**src/rtl/logical_tile_fabric_regbank_param.sv**
```systemverilog
// ---------------------------------------------------------------------------
// logical_tile_fabric_regbank_param
//
// Parametrised register/output stage for the physical-mode CLB fabric.
// Each of NUM_CH channels has a user flip-flop (async reset, enable, scan),
// an output select between combinational and registered data, and an
// enable-bypass bit. Configuration bits arrive serially on ccff_head and
// leave on ccff_tail. A saturating counter flags a complete frame.
//
// Configuration map: cfg[2i] = sel_i (1 = registered), cfg[2i+1] = byp_i.
//
// Build option: define FABRIC_REGBANK_SCAN_EN to enable the scan chain.
// Without it, fabric_sc_mode/fabric_sc_in are ignored and fabric_sc_out
// is tied to 0. The port list is the same in both builds.
//
// Ports:
//   fabric_clk      in   clock for user FFs, config chain and counter
//   fabric_reset    in   asynchronous active-high reset
//   config_enable   in   configuration shift mode
//   ccff_head       in   configuration chain serial input
//   fabric_d        in   [NUM_CH] combinational data from frac_logic
//   fabric_enable   in   flip-flop clock enable
//   fabric_sc_in    in   scan chain serial input
//   fabric_sc_mode  in   scan shift mode
//   fabric_out      out  [NUM_CH] channel outputs
//   fabric_sc_out   out  scan chain serial output
//   ccff_tail       out  configuration chain serial output
//   cfg_valid       out  full configuration frame loaded
// ---------------------------------------------------------------------------
module logical_tile_fabric_regbank_param #(
    parameter int NUM_CH  = 2,
    parameter int CFG_LEN = 2 * NUM_CH
) (
    input  logic              fabric_clk,
    input  logic              fabric_reset,
    input  logic              config_enable,
    input  logic              ccff_head,
    input  logic [NUM_CH-1:0] fabric_d,
    input  logic              fabric_enable,
    input  logic              fabric_sc_in,
    input  logic              fabric_sc_mode,
    output logic [NUM_CH-1:0] fabric_out,
    output logic              fabric_sc_out,
    output logic              ccff_tail,
    output logic              cfg_valid
);

    localparam int CNT_W = $clog2(CFG_LEN + 1);
    localparam logic [CNT_W-1:0] CNT_MAX = CNT_W'(CFG_LEN);
    localparam logic [CNT_W-1:0] CNT_ONE = {{(CNT_W-1){1'b0}}, 1'b1};

    logic [NUM_CH-1:0]  q_r;
    logic [NUM_CH-1:0]  q_nxt_s;
    logic [CFG_LEN-1:0] cfg_r;
    logic [CNT_W-1:0]   cfg_cnt_r;
    logic               cfg_en_d_r;
    logic [NUM_CH-1:0]  sel_s;
    logic [NUM_CH-1:0]  byp_s;

`ifndef FABRIC_REGBANK_SCAN_EN
    // Scan inputs have no function in this build; gathered here so they
    // are visibly consumed.
    logic unused_scan_s;
    assign unused_scan_s = fabric_sc_mode ^ fabric_sc_in;
`endif

    // Unpack the interleaved sel/byp bits from the configuration register.
    always_comb begin
        sel_s = {NUM_CH{1'b0}};
        byp_s = {NUM_CH{1'b0}};
        for (int i = 0; i < NUM_CH; i++) begin
            sel_s[i] = cfg_r[2*i];
            byp_s[i] = cfg_r[2*i+1];
        end
    end

    // Next-state for the user flip-flops: config hold > scan > enable/bypass.
    always_comb begin
        q_nxt_s = q_r;
        if (config_enable) begin
            q_nxt_s = q_r;
        end
`ifdef FABRIC_REGBANK_SCAN_EN
        else if (fabric_sc_mode) begin
            q_nxt_s[0] = fabric_sc_in;
            for (int i = 1; i < NUM_CH; i++) begin
                q_nxt_s[i] = q_r[i-1];
            end
        end
`endif
        else begin
            for (int i = 0; i < NUM_CH; i++) begin
                if (fabric_enable || byp_s[i]) begin
                    q_nxt_s[i] = fabric_d[i];
                end else begin
                    q_nxt_s[i] = q_r[i];
                end
            end
        end
    end

    // User flip-flop register.
    always_ff @(posedge fabric_clk or posedge fabric_reset) begin
        if (fabric_reset) begin
            q_r <= {NUM_CH{1'b0}};
        end else begin
            q_r <= q_nxt_s;
        end
    end

    // Configuration shift register: new bits enter at cfg[0].
    always_ff @(posedge fabric_clk or posedge fabric_reset) begin
        if (fabric_reset) begin
            cfg_r <= {CFG_LEN{1'b0}};
        end else if (config_enable) begin
            cfg_r <= {cfg_r[CFG_LEN-2:0], ccff_head};
        end else begin
            cfg_r <= cfg_r;
        end
    end

    // Frame counter: restarts at 1 on a rising config_enable, saturates at
    // CFG_LEN, and holds while configuration is idle.
    always_ff @(posedge fabric_clk or posedge fabric_reset) begin
        if (fabric_reset) begin
            cfg_cnt_r  <= {CNT_W{1'b0}};
            cfg_en_d_r <= 1'b0;
        end else begin
            cfg_en_d_r <= config_enable;
            if (config_enable) begin
                if (!cfg_en_d_r) begin
                    cfg_cnt_r <= CNT_ONE;
                end else if (cfg_cnt_r != CNT_MAX) begin
                    cfg_cnt_r <= cfg_cnt_r + CNT_ONE;
                end else begin
                    cfg_cnt_r <= cfg_cnt_r;
                end
            end else begin
                cfg_cnt_r <= cfg_cnt_r;
            end
        end
    end

    // Channel output mux; outputs are forced low while the chain is shifting
    // so half-loaded configuration never reaches the routing.
    always_comb begin
        fabric_out = {NUM_CH{1'b0}};
        if (config_enable) begin
            fabric_out = {NUM_CH{1'b0}};
        end else begin
            for (int i = 0; i < NUM_CH; i++) begin
                if (sel_s[i]) begin
                    fabric_out[i] = q_r[i];
                end else begin
                    fabric_out[i] = fabric_d[i];
                end
            end
        end
    end

`ifdef FABRIC_REGBANK_SCAN_EN
    assign fabric_sc_out = q_r[NUM_CH-1];
`else
    assign fabric_sc_out = 1'b0;
`endif
    assign ccff_tail = cfg_r[CFG_LEN-1];
    assign cfg_valid = (cfg_cnt_r == CNT_MAX) && !config_enable;

endmodule

```
**config.mk**
```make
export PLATFORM = sky130hd
export DESIGN_NAME = logical_tile_fabric_regbank_param
export DESIGN_NICKNAME = d
export VERILOG_FILES = /design/src/rtl/logical_tile_fabric_regbank_param.sv
export SDC_FILE = /design/constraint.sdc
export NUM_CORES = 1
export LEC_CHECK = 0
export CAP_MARGIN = 20
export CORE_AREA = 2 2 39 41
export CTS_CLUSTER_DIAMETER = 120
export DETAILED_ROUTE_END_ITERATION = 7
export DIE_AREA = 0 0 41 43
export DONT_BUFFER_PORTS = 1
export GPL_TIMING_DRIVEN = 0
export PLACE_DENSITY = 0.56
export SLEW_MARGIN = 20
export SYNTH_ARGS = -nofsm -noshare
export SYNTH_HDL_FRONTEND = slang
export SYNTH_SLANG_ARGS = --single-unit
```
**constraint.sdc**
```tcl
create_clock -name fabric_clk -period 1.3 [get_ports fabric_clk]
set_input_delay 0.26 -clock fabric_clk [delete_from_list [all_inputs] [get_ports fabric_clk]]
set_output_delay 0.26 -clock fabric_clk [all_outputs]
set_load 0.05 [all_outputs]
```
==> flow_metrics.py <==
metrics = {
    "routing": {
        "wl_met2_um": 423,
        "wirelength_met1_um": 352,
        "wl_per_cell_um": 12.1,
        "ant_nets": 0,
        "first_pass_iters": 2,
        "drt-total-wl_um": 833,
        "via_per_inst": 4.81,
        "drt_iter0_drc": 1,
        "highest_layer": "met4",
        "num_vias": 332,
        "route.met3.wl_um": 42,
        "drc": 0,
    },
    "synth": {
        "yosysMostFrequentCell": "dfrtp_1",
        "syn_inst": 44,
        "synth.distinct_cells": 17,
        "async_flop_share_pct": 100,
        "syn_area_per_cell_um2": 11.2,
        "yosysTopAreaCell": "dfrtp_1",
        "ys_ff_latch": 10,
        "synth_top_area_share_pct": 50.8,
        "syn_area_um2": 493,
        "synth_top_cells_by_area": "dfrtp_1 (51%), mux2_4 (9.1%), nor2_1 (5.3%), a21oi_1 (5.1%), ha_1 (5.1%)",
        "synth_enable_flop_cells": 0,
        "ys_seq_area_share_pct": 50.8,
        "syn_nets": 55,
        "yosys_most_used_dff": "dfrtp_1",
        "synth_common_cells": "dfrtp_1 (10), nor2_1 (7), a21oi_1 (5)",
        "ys_warn_count": 0,
    },
    "status": {
        "violations": "setup timing",
        "status": "complete, but fails checks",
    },
    "clock_tree": {
        "cts_tree": "yes",
        "clkSinkCount": 10,
        "cts_buffers": 3,
        "cts_root_buffer": "clkbuf_4",
        "insertion_delay_ns": 0.26,
        "clk_path_buf_depth": 2,
        "clk_pin_slew_worst_paths_ns": 0.07,
        "htree_levels": 1,
    },
    "final_layout": {
        "syn_to_final_growth_pct": 28.4,
        "final_layout_size_suffix_gt1_share_pct": 41.5,
        "nets": 65,
        "antenna_cells": 0,
        "final_core_util_pct": 45.8,
        "fillers": 142,
    },
    "global_routing": {
        "antenna_found_initial": 0,
        "grt_start_max_net_pins": 11,
        "grt-ovfl-total": 0,
        "grt_usage_pct": 11.6,
        "grt_pass1_vias": 316,
        "grt_pass1_wl_um": 1270,
    },
    "die": {
        "row_count": 14,
        "die_y_um": 43,
        "dieArea_mm2": 0.00176,
        "io_pins": 14,
        "core_area_mm2": 0.00138,
        "initial_core_util_pct": 35.6,
        "die_w_um": 41,
    },
    "placed_design": {
        "io_buffers": 0,
        "dp_hpwl_um": 585,
        "gp_congestion": 0.627,
    },
    "pwr": {
        "vdd_ir_drop_max_uv": 835,
        "finalPower_uw": 973,
        "powerDensity_mw_per_mm2": 1540,
        "p_leak_uw": 0.000307,
    },
    "sta": {
        "hold_viol_final": 0,
        "fin_crit_sh_pct": 113,
        "setup_tns_ns": -0.280,
        "max_freq_mhz": 683,
        "setup_viol": 3,
        "setup_slack_ns": -0.164,
        "slew_violations": 0,
        "post-route-min-period_ns": 1.46,
        "whs_ns": 0.0269,
        "rsz0062_at_grt": "true",
        "finClkSkew_ns": 0.000532,
    },
    "critical_path": {
        "worstPathArrival_ns": 1.20,
        "crit_path_end_kind": "primary output",
        "start_kind": "register",
        "worstPathMaxFanout": 2,
        "r2r_slack_ns": 0.14,
        "criticalPathCategory": "register to primary output",
        "crit_required_ns": 1.04,
    },
    "job": {
        "cap_viol_max_count": 0,
    },
    "min_path": {
        "hp-class": "primary input to register",
    },
}
[cells by family after synthesis]
family,after synthesis,share of synthesized area (%)
mux,8,20.0
simple gates,12,10.7
other cells,1,0.761
compound gates,6,6.60
fa+ha+maj,2,5.08
flops,10,50.8
buf+inv,5,6.09
[state kept, by name (all words and copies together), names as in the netlist]
name / cells
q_r: 2
cfg_cnt_r: 3
cfg_en_d_r: 1
cfg_r: 4
[repair_timing]
| action | in CTS | in global routing |
|---|---|---|
| setup endpoints to repair | 4 | 3 |
| gates resized for setup | 9 | 1 |
| setup buffers | 3 | 1 |
| endpoints found under the hold margin | 10 | 0 |
| hold buffers | 1 | 0 |
| cloned | 0 | 0 |
| pin swaps | 3 | 3 |
[worst paths after layout]
kind                                   endpoint                      from  depth (start not counted)
setup / recovery                      cfg_valid  cfg_cnt_r[1]$_DFFE_PP0P_                          4
hold reg to reg              q_r[0]$_DFFE_PP0P_        q_r[0]$_DFFE_PP0P_                          1
min in group asynchronous  cfg_r[1]$_DFFE_PP0P_              fabric_reset                          2
hold / removal             cfg_en_d_r$_DFF_PP0_             config_enable                          0
max in group asynchronous  cfg_r[3]$_DFFE_PP0P_              fabric_reset                          2
setup reg to reg             q_r[1]$_DFFE_PP0P_      cfg_r[3]$_DFFE_PP0P_                          3
[metrics by stage]
step	area [µm²]	std cells	worst slack [ns]
after floorplan	500	44	-0.0535
after global placement	520	60	-0.0994
after CTS	626	68	-0.207
final	633	69	-0.164
after global routing	633	69	-0.205
after detailed placement	520	60	-0.111
[routing by layer]
metal  vias up  global-route usage (%)
met1       159                    12.9
met5         -                       0
li1        163                       -
met4         0                    10.0
met3         2                    3.66
met2         8                    16.9
[report_power, final]
group | switching (µW) | leakage (µW) | total, µW | internal, µW
Clock | 104 | 0.0000210 | 274 | 170
Sequential | 72.1 | 0.000117 | 439 | 367
Combinational | 131 | 0.000168 | 260 | 129
Total | 307 | 0.000307 | 973 | 666
[worst max-delay path, stage by stage, from the launching register on]
cell,delay [ns]
dfrtp_1,0.39
inv_2,0.08
ha_4,0.15
nand2_4,0.06
nor2_4,0.27
[final cells by class]
cell class / count / area, µm² / share of cell area, %
buffer: 2 / 18.8 / 2.96
timing repair buffer: 5 / 40.0 / 6.32
inverter: 3 / 11.3 / 1.78
clock buffer: 4 / 36.3 / 5.73
sequential: 10 / 251 / 39.7
tap: 16 / 20.0 / 3.16
multi-input combinational: 29 / 255 / 40.3
[layout by cell type (no fill, tap or decap), types with 2 or more instances in the layout]
cell	synthesis	layout
nor2_4	0	3
inv_2	0	2
dfrtp_1	10	9
nor2_1	7	4
mux2i_1	2	2
clkbuf_4	0	3
a21oi_1	5	5
mux2_4	3	3
mux2_1	2	2
buf_4	1	5
Power figures use the tool's default switching activity.
